### src/rtl/serial_frame_rx_pkg.sv
// Shared types and constants for the serial frame receiver.
// Frame layout: start, DATA_W data bits LSB-first, parity, stop.
package serial_rx_pkg;

    // Receiver FSM states
    typedef enum logic [1:0] {
        IDLE = 2'd0,
        RECV = 2'd1,
        HOLD = 2'd2
    } rx_state_t;

    // Default geometry for an 8-bit payload
    localparam int DATA_W_DFLT = 8;
    localparam int FRAME_W     = DATA_W_DFLT + 3;
    localparam int PAR_IDX     = DATA_W_DFLT;
    localparam int STOP_IDX    = DATA_W_DFLT + 1;

    // Position of the parity bit among the bits after start
    function automatic int par_idx(input int dw);
        return dw;
    endfunction

    // Position of the stop bit among the bits after start
    function automatic int stop_idx(input int dw);
        return dw + 1;
    endfunction

endpackage

### src/rtl/serial_frame_rx_sipo.sv
// Serial-in/parallel-out shift register, new bit enters at the MSB.
// o_next exposes the word as it will look after the current shift.
module rx_shift_sipo #(
    parameter int W = 10
) (
    input  logic         clk,
    input  logic         i_clr,
    input  logic         i_en,
    input  logic         i_bit,
    output logic [W-1:0] o_q,
    output logic [W-1:0] o_next
);

    logic [W-1:0] r_q;
    logic [W-1:0] w_next;

    assign w_next = {i_bit, r_q[W-1:1]};
    assign o_q    = r_q;
    assign o_next = w_next;

    // Clear has priority; otherwise shift right on enable
    always_ff @(posedge clk) begin
        if (i_clr) begin
            r_q <= '0;
        end else if (i_en) begin
            r_q <= w_next;
        end
    end

endmodule

### src/rtl/serial_frame_rx.sv
// Serial frame receiver: framing/parity checks, valid/ready output,
// one-cycle error pulses.
module serial_frame_rx
    import serial_rx_pkg::*;
#(
    parameter int DATA_W     = 8,
    parameter bit PARITY_ODD = 1'b1
) (
    input  logic              clk,
    input  logic              reset,
    input  logic              sample_en,
    input  logic              sin,
    output logic [DATA_W-1:0] data,
    output logic              valid,
    input  logic              ready,
    output logic              busy,
    output logic              parity_err,
    output logic              frame_err,
    output logic              overrun
);

    localparam int SR_W  = DATA_W + 2;
    localparam int CNT_W = $clog2(DATA_W + 2);
    localparam int P_IDX = par_idx(DATA_W);
    localparam int S_IDX = stop_idx(DATA_W);
    localparam logic [CNT_W-1:0] STOP_CNT = CNT_W'(S_IDX);

    rx_state_t         r_state;
    logic [CNT_W-1:0]  r_cnt;
    logic [DATA_W-1:0] r_data;
    logic              r_valid;
    logic              r_busy;
    logic              r_perr;
    logic              r_ferr;
    logic              r_ovr;

    logic              w_start;
    logic              w_take;
    logic              w_shift;
    logic              w_clr;
    logic              w_last;
    logic              w_stop;
    logic              w_par_ok;
    logic [SR_W-1:0]   w_sr_q;
    logic [SR_W-1:0]   w_frame;

    // A start bit is only taken when no unread byte would be lost
    assign w_start = sample_en && !sin;
    assign w_take  = w_start &&
                     ((r_state == IDLE) ||
                      ((r_state == HOLD) && ready));
    assign w_shift = sample_en && (r_state == RECV);
    assign w_clr   = reset || w_take;
    assign w_last  = (r_cnt == STOP_CNT);

    rx_shift_sipo #(
        .W (SR_W)
    ) u_sipo (
        .clk    (clk),
        .i_clr  (w_clr),
        .i_en   (w_shift),
        .i_bit  (sin),
        .o_q    (w_sr_q),
        .o_next (w_frame)
    );

    // The stop bit is judged in its own strobe cycle, so look at the
    // shifted-in view of the frame rather than the stored one.
    assign w_stop   = w_frame[S_IDX];
    assign w_par_ok = ((^w_frame[DATA_W-1:0]) ^ w_frame[P_IDX])
                      == PARITY_ODD;

    assign data       = r_data;
    assign valid      = r_valid;
    assign busy       = r_busy;
    assign parity_err = r_perr;
    assign frame_err  = r_ferr;
    assign overrun    = r_ovr;

    // Receiver FSM with registered outputs and error pulses
    always_ff @(posedge clk) begin
        if (reset) begin
            r_state <= IDLE;
            r_cnt   <= '0;
            r_data  <= '0;
            r_valid <= 1'b0;
            r_busy  <= 1'b0;
            r_perr  <= 1'b0;
            r_ferr  <= 1'b0;
            r_ovr   <= 1'b0;
        end else begin
            r_perr <= 1'b0;
            r_ferr <= 1'b0;
            r_ovr  <= 1'b0;
            case (r_state)
                IDLE: begin
                    if (w_take) begin
                        r_state <= RECV;
                        r_cnt   <= '0;
                        r_busy  <= 1'b1;
                    end
                end
                RECV: begin
                    if (sample_en) begin
                        if (w_last) begin
                            r_busy  <= 1'b0;
                            r_cnt   <= '0;
                            if (!w_stop) begin
                                r_ferr  <= 1'b1;
                                r_state <= IDLE;
                            end else if (!w_par_ok) begin
                                r_perr  <= 1'b1;
                                r_state <= IDLE;
                            end else begin
                                r_data  <= w_frame[DATA_W-1:0];
                                r_valid <= 1'b1;
                                r_state <= HOLD;
                            end
                        end else begin
                            r_cnt <= r_cnt + 1'b1;
                        end
                    end
                end
                HOLD: begin
                    if (ready) begin
                        r_valid <= 1'b0;
                        if (w_take) begin
                            r_state <= RECV;
                            r_cnt   <= '0;
                            r_busy  <= 1'b1;
                        end else begin
                            r_state <= IDLE;
                        end
                    end else if (w_start) begin
                        r_ovr <= 1'b1;
                    end
                end
                default: begin
                    r_state <= IDLE;
                    r_busy  <= 1'b0;
                    r_valid <= 1'b0;
                end
            endcase
        end
    end

endmodule

### config.mk
export PLATFORM = sky130hd
export DESIGN_NAME = serial_frame_rx
export DESIGN_NICKNAME = d
export VERILOG_FILES = /design/src/rtl/serial_frame_rx_pkg.sv /design/src/rtl/serial_frame_rx_sipo.sv /design/src/rtl/serial_frame_rx.sv
export SDC_FILE = /design/constraint.sdc
export NUM_CORES = 1
export LEC_CHECK = 0
export BUFFER_PORTS_ARGS = -buffer_cell sky130_fd_sc_hd__buf_2
export CORE_MARGIN = 3
export CORE_UTILIZATION = 50
export DETAILED_ROUTE_END_ITERATION = 7
export GPL_TIMING_DRIVEN = 0
export PLACE_DENSITY = 0.8
export RECOVER_POWER = 50
export SYNTH_ARGS = -nofsm -noshare
export SYNTH_HDL_FRONTEND = slang
export SYNTH_SLANG_ARGS = --single-unit
### constraint.sdc
create_clock -name clk -period 1.7 [get_ports clk]
set_clock_uncertainty 0.05 [all_clocks]
set_input_delay 0.17 -clock clk [delete_from_list [all_inputs] [get_ports clk]]
set_output_delay 0.17 -clock clk [all_outputs]
set_load 0.01 [all_outputs]
* Word level (Yosys, flattened, before mapping)
Cells that the tools add are included.
** Storage, ports and cells
- Word-level logic and storage cells :: 71
- Output and inout port bits :: 13
- Bits of input ports :: 5
- Register bits after elaboration :: 29
** Operators by class
- Muxes and demuxes :: 27
- Reductions and logical operators :: 18
- Bitwise gates (word level) :: 7
- Add/sub/neg operators :: 1
- Equality and inequality tests :: 9
** Operators by type and width (number)
- $mux W4 :: 4
- $mux W1 :: 13
- $mux W2 :: 6
- $ne A2 B2 Y1 const B :: 6
- $pmux W4 S3 :: 1
- $reduce_xor A8 Y1 :: 1
- $not A1 Y1 :: 6
- $pmux W1 S3 :: 2
- $pmux W2 S3 :: 1
- $reduce_and A3 Y1 :: 2
- $reduce_and A6 Y1 :: 1
- $reduce_and A5 Y1 :: 1
- $reduce_or A5 Y1 :: 1
- $add A4 B1 Y4 const B :: 1
- $eq A4 B4 Y1 const B :: 1
- $logic_and A1 B1 Y1 :: 4
- $reduce_and A4 Y1 :: 1
- $reduce_or A4 Y1 :: 1
- $reduce_bool A3 Y1 :: 1
- $reduce_or A3 Y1 :: 1
- $eq A2 B1 Y1 const B :: 1
- $eq A2 B2 Y1 const B :: 1
- $logic_not A2 Y1 :: 1
- $logic_or A1 B1 Y1 :: 2
- 2 further kinds :: 2

* Logic depth before layout (Yosys ltp)
- Depth after elaboration :: 7
- Depth in mapped cells :: 7
- Gate-level depth less buffers :: 6

* Hierarchy
A second synthesis with hierarchy kept.
** Unflattened totals
- Cell total of the unflattened synthesis :: 150
- Area, all modules :: 1413.9 µm²
** Modules (own cells, without submodules)
- serial_frame_rx :: cells each 108, seq. area each 380.4 µm², area an instance 985.9 µm², times used 1
- rx_shift_sipo :: cells each 42, seq. area each 200.2 µm², area an instance 427.9 µm², times used 1

* Worst setup path before layout
OpenSTA, ideal clock, no wires.
- Path type :: register to register
- From :: reg r_cnt[1]
- To :: reg r_cnt[2]
- Setup time :: 0.071 ns
- Path slack :: -0.023 ns
- Period minus slack after synthesis :: 1.723 ns
- Data required time :: 1.579 ns
- Arrival time :: 1.602 ns
- Buffers on the path :: 1
- Stages on the path, launching flop included :: 7
- Cells stage by stage :: dfxtp_1 inv_1 ha_1 and3b_1 clkbuf_1 or4b_2 a21oi_1
** On the way
- Longest elaborated chain between the ends :: 4
- Elaborated cells on any way between the ends :: 5
- Those cells by class :: add/sub (1); eq/ne (1); mux (3)
** RTL lines
- start: declaration :: line serial_frame_rx.sv:29 : logic [CNT_W-1:0] r_cnt;
- start signal: assignment :: line serial_frame_rx.sv:120 : r_cnt <= r_cnt + 1'b1;
- $add A4 B1 Y4 or $eq A4 B4 Y1 (tied branches) :: line serial_frame_rx.sv:120, serial_frame_rx.sv:54
- $mux W4 * :: line serial_frame_rx.sv:105 : if (w_last) begin
- $mux W4 * :: line serial_frame_rx.sv:104 : if (sample_en) begin
- $pmux W4 S3 * :: line serial_frame_rx.sv:95 : case (r_state)
Every way passes the cells marked *; elsewhere a longest branch is shown, timed or not. The select of a mux whose other input is x is not followed.
A chain may end at the register's enable or synchronous reset.

* Worst setup path in the final report
Ends and elaborated chain as after synthesis.

==> impl_metrics.yaml <==
synth:
  synth_area_leaders: "dfxtp_1, nand2b_1, nand2_1"
  synth_area_per_cell_um2: 8.95
  ys_warn_count: 0
  synth-seq-cells: 28
  synth_edf_count: 0
  synthArstFlopShare_pct: 0
  ys_dominant_reg_cell: "dfxtp_1"
  synth_top_cell_by_area: "dfxtp_1"
  ys_seq_area_share_pct: 42.6
  synth_area_mm2: 0.00132
  synth_top_area_share_pct: 42.6
  syn_nets: 154
  yosysUniqueCellTypes: 34
  yosys-top-cells-count: "dfxtp_1, nand2_1, nand2b_1"
  yosysMostFrequentCell: "dfxtp_1"
  synth_cells: 147
cells_and_area:
  diodes: 0
  final_core_util_pct: 65.1
  drive_gt1_share_pct: 16.4
  syn_to_final_growth_pct: 16.7
  fillers: 204
  postLayoutCellArea_mm2: 0.00154
  nNetsFinal: 179
  fin_cells: 199
clock_network:
  clock_path_buffers: 2
  cts_num_sinks: 28
  clk_latency_ns: 0.33
  cts-root-buf: "clkbuf_4"
  hold_buffers: 0
  htree_levels: 1
  numCtsBuffers: 3
  clk_pin_slew_ns: 0.15
  cts_tree: "done"
floorplanning:
  core_mm2: 0.00236
  dieArea_mm2: 0.00328
  fp-row-count: 17
  die_w_um: 57.3
  die_h_um: 57.3
  io-pin-count: 18
  start_util_pct: 55.7
power_and_ir_drop:
  fin_total_pwr_mw: 1.19
  powerDensity_mw_per_mm2: 776
  peakVddDrop_v: 0.000641
  power.leakage_nw: 0.534
setup_path:
  reg2regPathDepth: 5
  required_ns: 1.92
  crit_arrival_ns: 1.96
  r2r-start: "r_cnt[1]"
  endpoint_kind: "flip-flop"
  start_kind: "flip-flop"
  timing.rr.end: "r_cnt[2]"
  crit_fanout: 7
  critical_path_class: "flip-flop to flip-flop"
  r2r_setup_slack_ns: -0.03
global_routing:
  grt_usage_pct: 17.3
  grt-ovfl-total: 0
  grt_pass1_wl_um: 4530
  grt_pass1_vias: 1066
  antenna_found_initial: 0
  grt_start_max_net_pins: 17
route:
  drc: 0
  drt-total-wl_um: 2600
  postRouteAntennaNets: 0
  wl_per_cell_um: 13.1
  vias_per_cell: 5.45
  firstDrtPassIters: 4
  drt_iter0_markers: 27
  num_vias: 1085
timing:
  setup_viol: 5
  worst_pin_slew_ns: 0.491
  fin_crit_sh_pct: 102
  hold_violations: 0
  max_freq_mhz: 577
  timing.hold.ws_ns: 0.0410
  slew_headroom_pct: 67.3
  grt_setup_unrepaired: "true"
  fin_tns_setup_ns: -0.0665
  setup_ws_ns: -0.0337
  post-route-min-period_ns: 1.73
  slew_violations: 0
run_status:
  violations: "negative setup slack"
  status: "finished, violations left"
placed_design:
  hpwl_um: 1760
  port_buffers: 16
  pre_cts_ws_ns: -0.204
  gp_congestion: 0.757
  dp_cells: 191
  dpl_cell_area_mm2: 0.00143
run:
  maxCapViolCount: 0
hold_path:
  hold_class: "primary input to flip-flop"
  hold_start: "sin"
  worstHoldEndpoint: "frame_err"
  holdPathStages: 2
area by class of cell:
type	instances	area [um^2]	share of cell area (%)
Sequential cell	28	566	36.8
Clock buffer	3	22.5	1.47
Tap cell	28	35.0	2.28
Multi-Input combinational cell	108	727	47.3
Clock inverter	1	30.0	1.95
Inverter	3	11.3	0.733
Timing Repair Buffer	22	121	7.90
Buffer	6	23.8	1.55
kinds of logic (layout without fill, tap and decap cells):
family | after synthesis | in the layout | share of synthesized area [%]
xor gates and xnor gates | 6 | 6 | 6.18
buffers and inverters | 11 | 35 | 3.14
muxes | 10 | 10 | 8.65
and+or+nand+nor | 66 | 66 | 26.8
AOI/OAI and AO/OA | 24 | 24 | 10.7
DFF | 28 | 28 | 42.6
adders and majority gates | 2 | 2 | 1.90
per-layer routing:
layer  track usage, %  wire [um]  up-vias
li1                 -          -      545
met1             19.4       1150      520
met2             32.6       1360       18
met3             4.75         72        2
met4             2.98         14        0
met5                0          0        -
repair_timing:
action                                  CTS  global route
setup buffers                             4             2
cloned                                    0             0
pin swaps                                 1             0
endpoints found under the setup margin   12            11
resized for setup                         5             3
how the worst max path moves through the flow:
stage | to | slack [ns] | cells after the start | start
floorplan | r_cnt[2] | 0.02 | 6 | r_cnt[1]
global placement | data[6] | -0.09 | 4 | u_sipo.o_q[6]
detailed placement | data[5] | -0.20 | 6 | r_cnt[0]
CTS | data[5] | -0.03 | 5 | u_sipo.o_q[8]
global route | data[5] | -0.12 | 5 | u_sipo.o_q[8]
finish | r_cnt[2] | -0.03 | 5 | r_cnt[1]
power by group:
| part | switching [mW] | internal (mW) |
|---|---|---|
| Sequential | 0.00709 | 0.663 |
| Combinational | 0.0514 | 0.0352 |
| Clock | 0.197 | 0.239 |
| Total | 0.255 | 0.937 |
registers in the layout, summed over array words and instances (netlist names):
| name | flops |
|---|---|
| busy | 1 |
| data | 8 |
| frame_err | 1 |
| overrun | 1 |
| parity_err | 1 |
| r_cnt | 4 |
| r_state | 2 |
| u_sipo.o_q | 9 |
| valid | 1 |
cells in the final DEF, fill, tap and decap left out, types with 2 or more instances in the layout:
cell,count
ha_1,2
nor3_1,5
nor2_1,5
buf_2,3
a21oi_1,14
inv_1,3
o21ai_0,3
xnor3_2,2
nor2b_1,2
nand2b_1,19
mux2i_1,8
xnor2_1,3
buf_4,5
clkbuf_1,18
dfxtp_2,4
nand3_1,2
dfxtp_1,24
nand2_1,23
clkbuf_4,3
critical path, cell delays in order, from the launching register on:
cell and delay [ns]:
dfxtp_2 0.35, inv_1 0.04, ha_1 0.18, and3b_2 0.27, or4b_2 0.66, a21oi_2 0.13
Note: power is estimated with default switching activity, not from simulation.
